### src/rtl/ah_cam_pkg.sv
// Shared definitions for the AH CAM write path: entry width, CAM depth,
// credit counter width and the entry type used by both feeder and CAM.
package ah_cam_pkg;

   localparam int DATA_W    = 128;
   localparam int CAM_DEPTH = 20;
   localparam int CRED_W    = $clog2(CAM_DEPTH + 1);

   typedef logic [DATA_W-1:0] cam_entry_t;

endpackage

### src/rtl/ah_sync_fifo.sv
// Small synchronous skid FIFO with modulo pointers, an occupancy counter
// and a head output taken straight from the registered storage.
module ah_sync_fifo #(
   parameter int  DATA_W     = 128,
   parameter int  FIFO_DEPTH = 4,
   localparam int LVL_W      = $clog2(FIFO_DEPTH + 1),
   localparam int PTR_W      = $clog2(FIFO_DEPTH)
) (
   input  logic              clk,
   input  logic              rst,
   input  logic              push,
   input  logic [DATA_W-1:0] push_data,
   input  logic              pop,
   output logic [DATA_W-1:0] head,
   output logic              full,
   output logic              empty,
   output logic [LVL_W-1:0]  level
);

   logic [DATA_W-1:0] mem [FIFO_DEPTH];
   logic [PTR_W-1:0]  wr_ptr_reg;
   logic [PTR_W-1:0]  rd_ptr_reg;
   logic [LVL_W-1:0]  level_reg;

   // Storage is not reset; the level counter alone decides what is valid.
   always_ff @(posedge clk) begin
      if (push) begin
         mem[wr_ptr_reg] <= push_data;
      end
   end

   always_ff @(posedge clk) begin
      if (rst) begin
         wr_ptr_reg <= '0;
         rd_ptr_reg <= '0;
         level_reg  <= '0;
      end else begin
         if (push) begin
            wr_ptr_reg <= wr_ptr_reg + PTR_W'(1);
         end
         if (pop) begin
            rd_ptr_reg <= rd_ptr_reg + PTR_W'(1);
         end
         case ({push, pop})
            2'b10:   level_reg <= level_reg + LVL_W'(1);
            2'b01:   level_reg <= level_reg - LVL_W'(1);
            default: level_reg <= level_reg;
         endcase
      end
   end

   assign head  = mem[rd_ptr_reg];
   assign full  = (level_reg == LVL_W'(FIFO_DEPTH));
   assign empty = (level_reg == '0);
   assign level = level_reg;

endmodule

### src/rtl/ah_cam_wr_credit_tx.sv
// Credit-gated write feeder for the AH CAM: buffers producer entries in a
// skid FIFO and issues one registered write pulse per available credit.
module ah_cam_wr_credit_tx #(
   parameter int  DATA_W     = ah_cam_pkg::DATA_W,
   parameter int  CAM_DEPTH  = ah_cam_pkg::CAM_DEPTH,
   parameter int  FIFO_DEPTH = 4,
   localparam int CRED_W     = $clog2(CAM_DEPTH + 1),
   localparam int LVL_W      = $clog2(FIFO_DEPTH + 1)
) (
   input  logic              clk,
   input  logic              rst,
   input  logic              in_valid,
   output logic              in_ready,
   input  logic [DATA_W-1:0] in_data,
   output logic              wvalid,
   output logic [DATA_W-1:0] wdata,
   input  logic              wcredit,
   output logic [CRED_W-1:0] credit_cnt,
   output logic [LVL_W-1:0]  fifo_level,
   output logic              idle,
   output logic              err_credit_ovf
);

   localparam logic [CRED_W-1:0] CRED_FULL = CRED_W'(CAM_DEPTH);

   logic [CRED_W-1:0] credit_reg, credit_next;
   logic              err_reg, err_next;
   logic              wvalid_reg;
   logic [DATA_W-1:0] wdata_reg;
   logic [DATA_W-1:0] head;
   logic              full, empty;
   logic              push, issue;

   assign push  = in_valid & ~full;
   assign issue = ~empty & (credit_reg != '0);

   ah_sync_fifo #(
      .DATA_W     (DATA_W),
      .FIFO_DEPTH (FIFO_DEPTH)
   ) u_fifo (
      .clk       (clk),
      .rst       (rst),
      .push      (push),
      .push_data (in_data),
      .pop       (issue),
      .head      (head),
      .full      (full),
      .empty     (empty),
      .level     (fifo_level)
   );

   // A returned credit while already full is a CAM-side bookkeeping bug:
   // saturate and flag it rather than wrapping.
   always_comb begin
      credit_next = credit_reg;
      err_next    = err_reg;
      if (issue && !wcredit) begin
         credit_next = credit_reg - CRED_W'(1);
      end else if (!issue && wcredit) begin
         if (credit_reg == CRED_FULL) begin
            err_next = 1'b1;
         end else begin
            credit_next = credit_reg + CRED_W'(1);
         end
      end
   end

   always_ff @(posedge clk) begin
      if (rst) begin
         credit_reg <= CRED_FULL;
         err_reg    <= 1'b0;
         wvalid_reg <= 1'b0;
         wdata_reg  <= '0;
      end else begin
         credit_reg <= credit_next;
         err_reg    <= err_next;
         wvalid_reg <= issue;
         if (issue) begin
            wdata_reg <= head;
         end
      end
   end

   assign in_ready       = ~full;
   assign wvalid         = wvalid_reg;
   assign wdata          = wdata_reg;
   assign credit_cnt     = credit_reg;
   assign err_credit_ovf = err_reg;
   assign idle           = empty & (credit_reg == CRED_FULL);

endmodule

### config.mk
export PLATFORM = sky130hd
export DESIGN_NAME = ah_cam_wr_credit_tx
export DESIGN_NICKNAME = d
export VERILOG_FILES = /design/src/rtl/ah_cam_pkg.sv /design/src/rtl/ah_sync_fifo.sv /design/src/rtl/ah_cam_wr_credit_tx.sv
export SDC_FILE = /design/constraint.sdc
export NUM_CORES = 1
export LEC_CHECK = 0
export CELL_PAD_IN_SITES_DETAIL_PLACEMENT = 0
export CELL_PAD_IN_SITES_GLOBAL_PLACEMENT = 2
export CORE_MARGIN = 1.5
export CORE_UTILIZATION = 38
export DETAILED_ROUTE_END_ITERATION = 8
export PLACE_DENSITY = 0.86
export SYNTH_ARGS = -nofsm -noshare
export SYNTH_HDL_FRONTEND = slang
export SYNTH_SLANG_ARGS = --single-unit
### constraint.sdc
create_clock -name clk -period 3.65 [get_ports clk]
set_input_delay 0.365 -clock clk [delete_from_list [all_inputs] [get_ports clk]]
set_output_delay 0.365 -clock clk [all_outputs]
set_load 0.05 [all_outputs]
Yosys cells after proc, flatten, opt, wreduce, memory -nomap -nowiden

Memories as Yosys holds them, arrays and structs flattened. A register that Yosys moved wholly into a read port is not among the register bits.
Index checks and enable logic that the tools add are counted.

Register bits after elaboration: 14
Memory bits (writable): 512
Bits of input ports: 132
Output and inout bits: 140
Logic and storage cells: 40
Memories kept: 1

Add/subtract/negate cells: 6
Eq/ne operators: 5
Mux-type cells: 6
Bitwise operators: 6
Reduce and logical (&&, ||, !) cells: 10

Memory list:

| name       | depth | bits a word | read ports | clocked after Yosys merged registers in | wr ports | RTL line           | text |
|---|---|---|---|---|---|---|---|
| u_fifo.mem | 4     | 128         | 1          | 1                                       | 1        | ah_sync_fifo.sv:20 | `logic [DATA_W-1:0] mem [FIFO_DEPTH];` |

Operators with widths:

| kind                | number |
|---|---|
| $mux 5              | 3 |
| $pmux 3 s2          | 1 |
| $add 5x1->5 const B | 1 |
| $eq 5x5->1 const B  | 1 |
| $reduce_bool 5->1   | 1 |
| $sub 5x1->5 const B | 1 |
| $add 2x1->2 const B | 2 |
| $reduce_bool 2->1   | 2 |
| $add 3x1->3 const B | 1 |
| $and 1x1->1         | 3 |
| $eq 3x3->1 const B  | 1 |
| $logic_not 3->1     | 1 |
| $not 1->1           | 3 |
| $reduce_and 3->1    | 1 |
| $sub 3x1->3 const B | 1 |
| $eq 2x1->1 const B  | 1 |
| $eq 2x2->1 const B  | 1 |
| $logic_and 1x1->1   | 2 |
| $logic_not 1->1     | 2 |
| $mux 1              | 2 |
| $ne 2x2->1 const B  | 1 |
| $reduce_and 2->1    | 1 |

Logic depth before layout (Yosys ltp)

Word-level depth: 7
Mapped depth: 14
Depth with buffers taken out: 10

By module

A second synthesis with hierarchy kept.

Cell total of the unflattened synthesis: 1321
Area, all modules: 23824.1 um^2

By module, submodules not included:

| module              | instances | cells an instance | area an instance (um^2) | seq. area each (um^2) |
|---|---|---|---|---|
| ah_sync_fifo        | 1         | 715               | 19005.7                 | 15554.9 |
| ah_cam_wr_credit_tx | 1         | 606               | 4818.4                  | 2702.6 |

Least setup slack after synthesis

Ideal clock, no wire load.

Path kind: reg2reg
Start point: reg u_fifo.level_reg[0], in the netlist u_fifo.level[0]
End point: mem u_fifo.mem[0][0], enable pin
Library setup time: 0.503 ns
Arrival: 4.315 ns
Required time: 3.147 ns
Setup slack: -1.168 ns
Cell stages (with the launch flop): 3
Path buffers: 0
Clock period less this slack: 4.818 ns
Cells stage by stage: dfxtp_1 or3b_1 and3_1

Word-level cells in the longest chain between the ends: 5

RTL lines:

| item                         | RTL line                  | text |
|---|---|---|
| start, declared              | ah_sync_fifo.sv:23        | `logic [LVL_W-1:0] level_reg;` |
| start signal, assigned       | ah_sync_fifo.sv:45        | `2'b10: level_reg <= level_reg + LVL_W'(1);` |
| start signal, assigned       | ah_sync_fifo.sv:46        | `2'b01: level_reg <= level_reg - LVL_W'(1);` |
| start signal, assigned       | ah_sync_fifo.sv:47        | `default: level_reg <= level_reg;` |
| $eq 3x3->1                   | ah_sync_fifo.sv:53        | `assign full = (level_reg == LVL_W'(FIFO_DEPTH));` |
| $not 1->1                    | n/a                       |  |
| named net in_ready           | ah_cam_wr_credit_tx.sv:13 | `output logic in_ready,` |
| $and 1x1->1                  | ah_cam_wr_credit_tx.sv:34 | `assign push = in_valid & ~full;` |
| $mux 1                       | ah_sync_fifo.sv:27        | `if (push) begin` |
| $mux 1 (not written as such) | ah_sync_fifo.sv:28        | `mem[wr_ptr_reg] <= push_data;` |
| end, declared                | ah_sync_fifo.sv:20        |  |

The timed path passes the listed nets, and every way through them passes these cells.

Final worst setup path

Start point: reg u_fifo.level_reg[0], in the netlist u_fifo.level[0]
End point: out idle

Word-level cells in the longest chain between the ends: 2

RTL lines:

| item            | RTL line                  | text |
|---|---|---|
| $logic_not 3->1 | ah_sync_fifo.sv:54        | `assign empty = (level_reg == '0);` |
| $and 1x1->1     | ah_cam_wr_credit_tx.sv:89 | `assign idle = empty & (credit_reg == CRED_FULL);` |
| end, declared   | ah_cam_wr_credit_tx.sv:20 | `output logic idle,` |

Every way passes these cells.

==> results.json <==
{
  "cts_sinks": 654,
  "antenna_found_initial": 7,
  "path_buf_inv": 1,
  "cts_tree": "done",
  "path_delay_family": "buffers and inverters",
  "synth_flop_cell": "edfxtp_1",
  "clk_path_buf_depth": 3,
  "peakVddDrop_v": 0.000620,
  "synth_area_sq_um": 23900,
  "rsz0062_at_grt": "false",
  "grt_pass1_vias": 13200,
  "initial_core_util_pct": 38.5,
  "htree_levels": 3,
  "drive_above_1_share_pct": 17.3,
  "fin_area_sq_um": 29900,
  "vias": 12500,
  "reg2reg_depth": 10,
  "yosysSeqAreaShare_pct": 76.3,
  "worstPathArrival_ns": 2.41,
  "final_max_slew_viol_count": 0,
  "grt_max_degree": 132,
  "drt_iter0_drc": 728,
  "wl_um": 53000,
  "worst_slack_ns": 0.876,
  "synth.avg_cell_area_sq_um": 17.9,
  "power_density_nw_per_um2": 861,
  "cts_buffers": 69,
  "ctsResizeCount": 0,
  "hpwl_um": 30700,
  "tightest_slew_ns": 0.801,
  "crit_type": "reg2out",
  "min_path_cells": 2,
  "grtUsageTotal_pct": 16.7,
  "utilization_pct": 48.3,
  "core_area_sq_um": 61900,
  "startpoint_type": "register",
  "finalCritPeriodShare_pct": 76.0,
  "pre_cts_slack_ns": 1.09,
  "path_max_fanout": 5,
  "path_clk_slew_ns": 0.06,
  "fin_crit_ns": 2.77,
  "finalHoldViolCount": 0,
  "crit_chain": "nor3_1 -> and3_1 -> clkdlybuf4s50_1",
  "setup_viol": 0,
  "post_dp_cell_area_sq_um": 27600,
  "drc": 0,
  "p_leak_nw": 9.70,
  "slowest_delay_ns": 0.81,
  "cts_setup_buffers": 0,
  "synthesis.nets": 1476,
  "fmaxAchievable_mhz": 360,
  "whs_ns": 0.231,
  "finClkSkew_ns": 0.0175,
  "max-cap-violations": 0,
  "critPathCaptureType": "output pin",
  "largest_register_ff_count": 512,
  "path_depth": 3,
  "port_buffers": 271,
  "synth.distinct_cells": 43,
  "dr.pass1.iters": 4,
  "die_h_um": 254,
  "clkLatencyLatePin_ns": 0.59,
  "hold_buffers": 0,
  "place_congestion": 0.728,
  "ioPinCount": 272,
  "areaGrowthSynthToFinish_pct": 25.3,
  "die-area_sq_um": 64300,
  "hp-class": "in2reg",
  "ys_ff_latch": 654,
  "root_buffer": "clkbuf_16",
  "rows": 91,
  "wl_per_cell_um": 21.0,
  "slew_headroom_pct": 46.6,
  "critical_path_required_ns": 3.28,
  "status": "finished, final reports clean",
  "final_antenna_net_count": 0,
  "nNetsFinal": 1769,
  "crit_path_top_delay_cell": "clkdlybuf4s50_1",
  "fin_tns_setup_ns": 0,
  "yosys_warnings": 0,
  "grt.overflow.total": 0,
  "synth_edf_count": 512,
  "grt_pass1_wl_um": 79900,
  "async_flop_share_pct": 0,
  "die_w_um": 254,
  "vias_per_cell": 4.97,
  "netlist_instances": 1333
}
## report_power, final
| group | leakage [nW] | switching [mW] | internal [mW] |
|---|---|---|---|
| registers | 5.86 | 0.746 | 9.39 |
| clock network | 1.11 | 2.83 | 4.16 |
| logic | 2.72 | 5.33 | 3.28 |
| total | 9.70 | 8.91 | 16.8 |
## kinds of logic after synthesis
family                   share of synthesized area, %
AO/OA/AOI/OAI                                    3.35
XOR/XNOR                                        0.257
adder cells (fa/ha/maj)                         0.608
buffers and inverters                            2.21
flip-flops                                       76.3
multiplexers                                     12.2
AND/OR/NAND/NOR                                  5.08
## stage by stage
step           power [mW]  instances
2_1_floorplan        16.3       1333
3_3_place_gp         18.9       2392
3_5_place_dp         19.1       2392
4_1_cts              26.1       2520
5_1_grt              26.9       2523
6_report             25.7       2523
## path summary, 6_finish.rpt
check | endpoint | start | slack, ns
hold / removal | wdata[23] | rst | 0.23
setup / recovery | idle | u_fifo.level[0] | 0.88
hold reg to reg | wdata[63] | wdata[63] | 0.45
setup reg to reg | credit_cnt[2] | u_fifo.level[0] | 1.03
## Yosys cell counts, types with 4 or more instances
cell / instances / area, sq um
xor2_1: 4 / 35.0
inv_1: 9 / 33.8
nor2_1: 12 / 45.0
buf_2: 17 / 85.1
clkbuf_1: 17 / 63.8
buf_6: 10 / 113
buf_1: 9 / 33.8
a21oi_2: 10 / 87.6
ha_1: 10 / 125
nand2_2: 10 / 62.6
a21oi_1: 125 / 626
buf_4: 21 / 158
edfxtp_1: 512 / 15400
dfxtp_1: 142 / 2840
mux4_2: 128 / 2880
and3_1: 5 / 31.3
nand2_1: 253 / 950
## cell usage in the layout (no fill, tap or decap), types with 5 or more instances in the layout
| cell | instances |
|---|---|
| edfxtp_1 | 512 |
| clkdlybuf4s50_1 | 270 |
| nand2_1 | 253 |
| dfxtp_1 | 140 |
| mux4_2 | 128 |
| a21oi_1 | 125 |
| clkbuf_16 | 72 |
| buf_12 | 17 |
| clkbuf_1 | 15 |
| nor2_1 | 12 |
| buf_4 | 11 |
| nand2_2 | 10 |
| a21oi_2 | 10 |
| ha_1 | 10 |
| inv_1 | 9 |
| clkbuf_8 | 8 |
| clkinv_1 | 8 |
| clkinv_2 | 8 |
| bufinv_16 | 5 |
## layer usage
layer / track usage (%) / vias up / routed length, um
li1: - / 5694 / -
met1: 20.7 / 6454 / 21600
met2: 28.6 / 293 / 27300
met3: 3.61 / 86 / 2830
met4: 6.29 / 8 / 1290
met5: 0 / - / 65
## final cells by class
| type | count | area [sq um] |
|---|---|---|
| Antenna cell | 3 | 7.51 |
| Sequential cell | 654 | 18200 |
| Tap cell | 837 | 1050 |
| Clock inverter | 33 | 328 |
| Timing Repair Buffer | 299 | 3140 |
| Fill cell | 5185 | 32000 |
| Clock buffer | 95 | 1970 |
| Multi-Input combinational cell | 592 | 5150 |
| Inverter | 10 | 40.0 |
(Power assumes the default switching activity.)
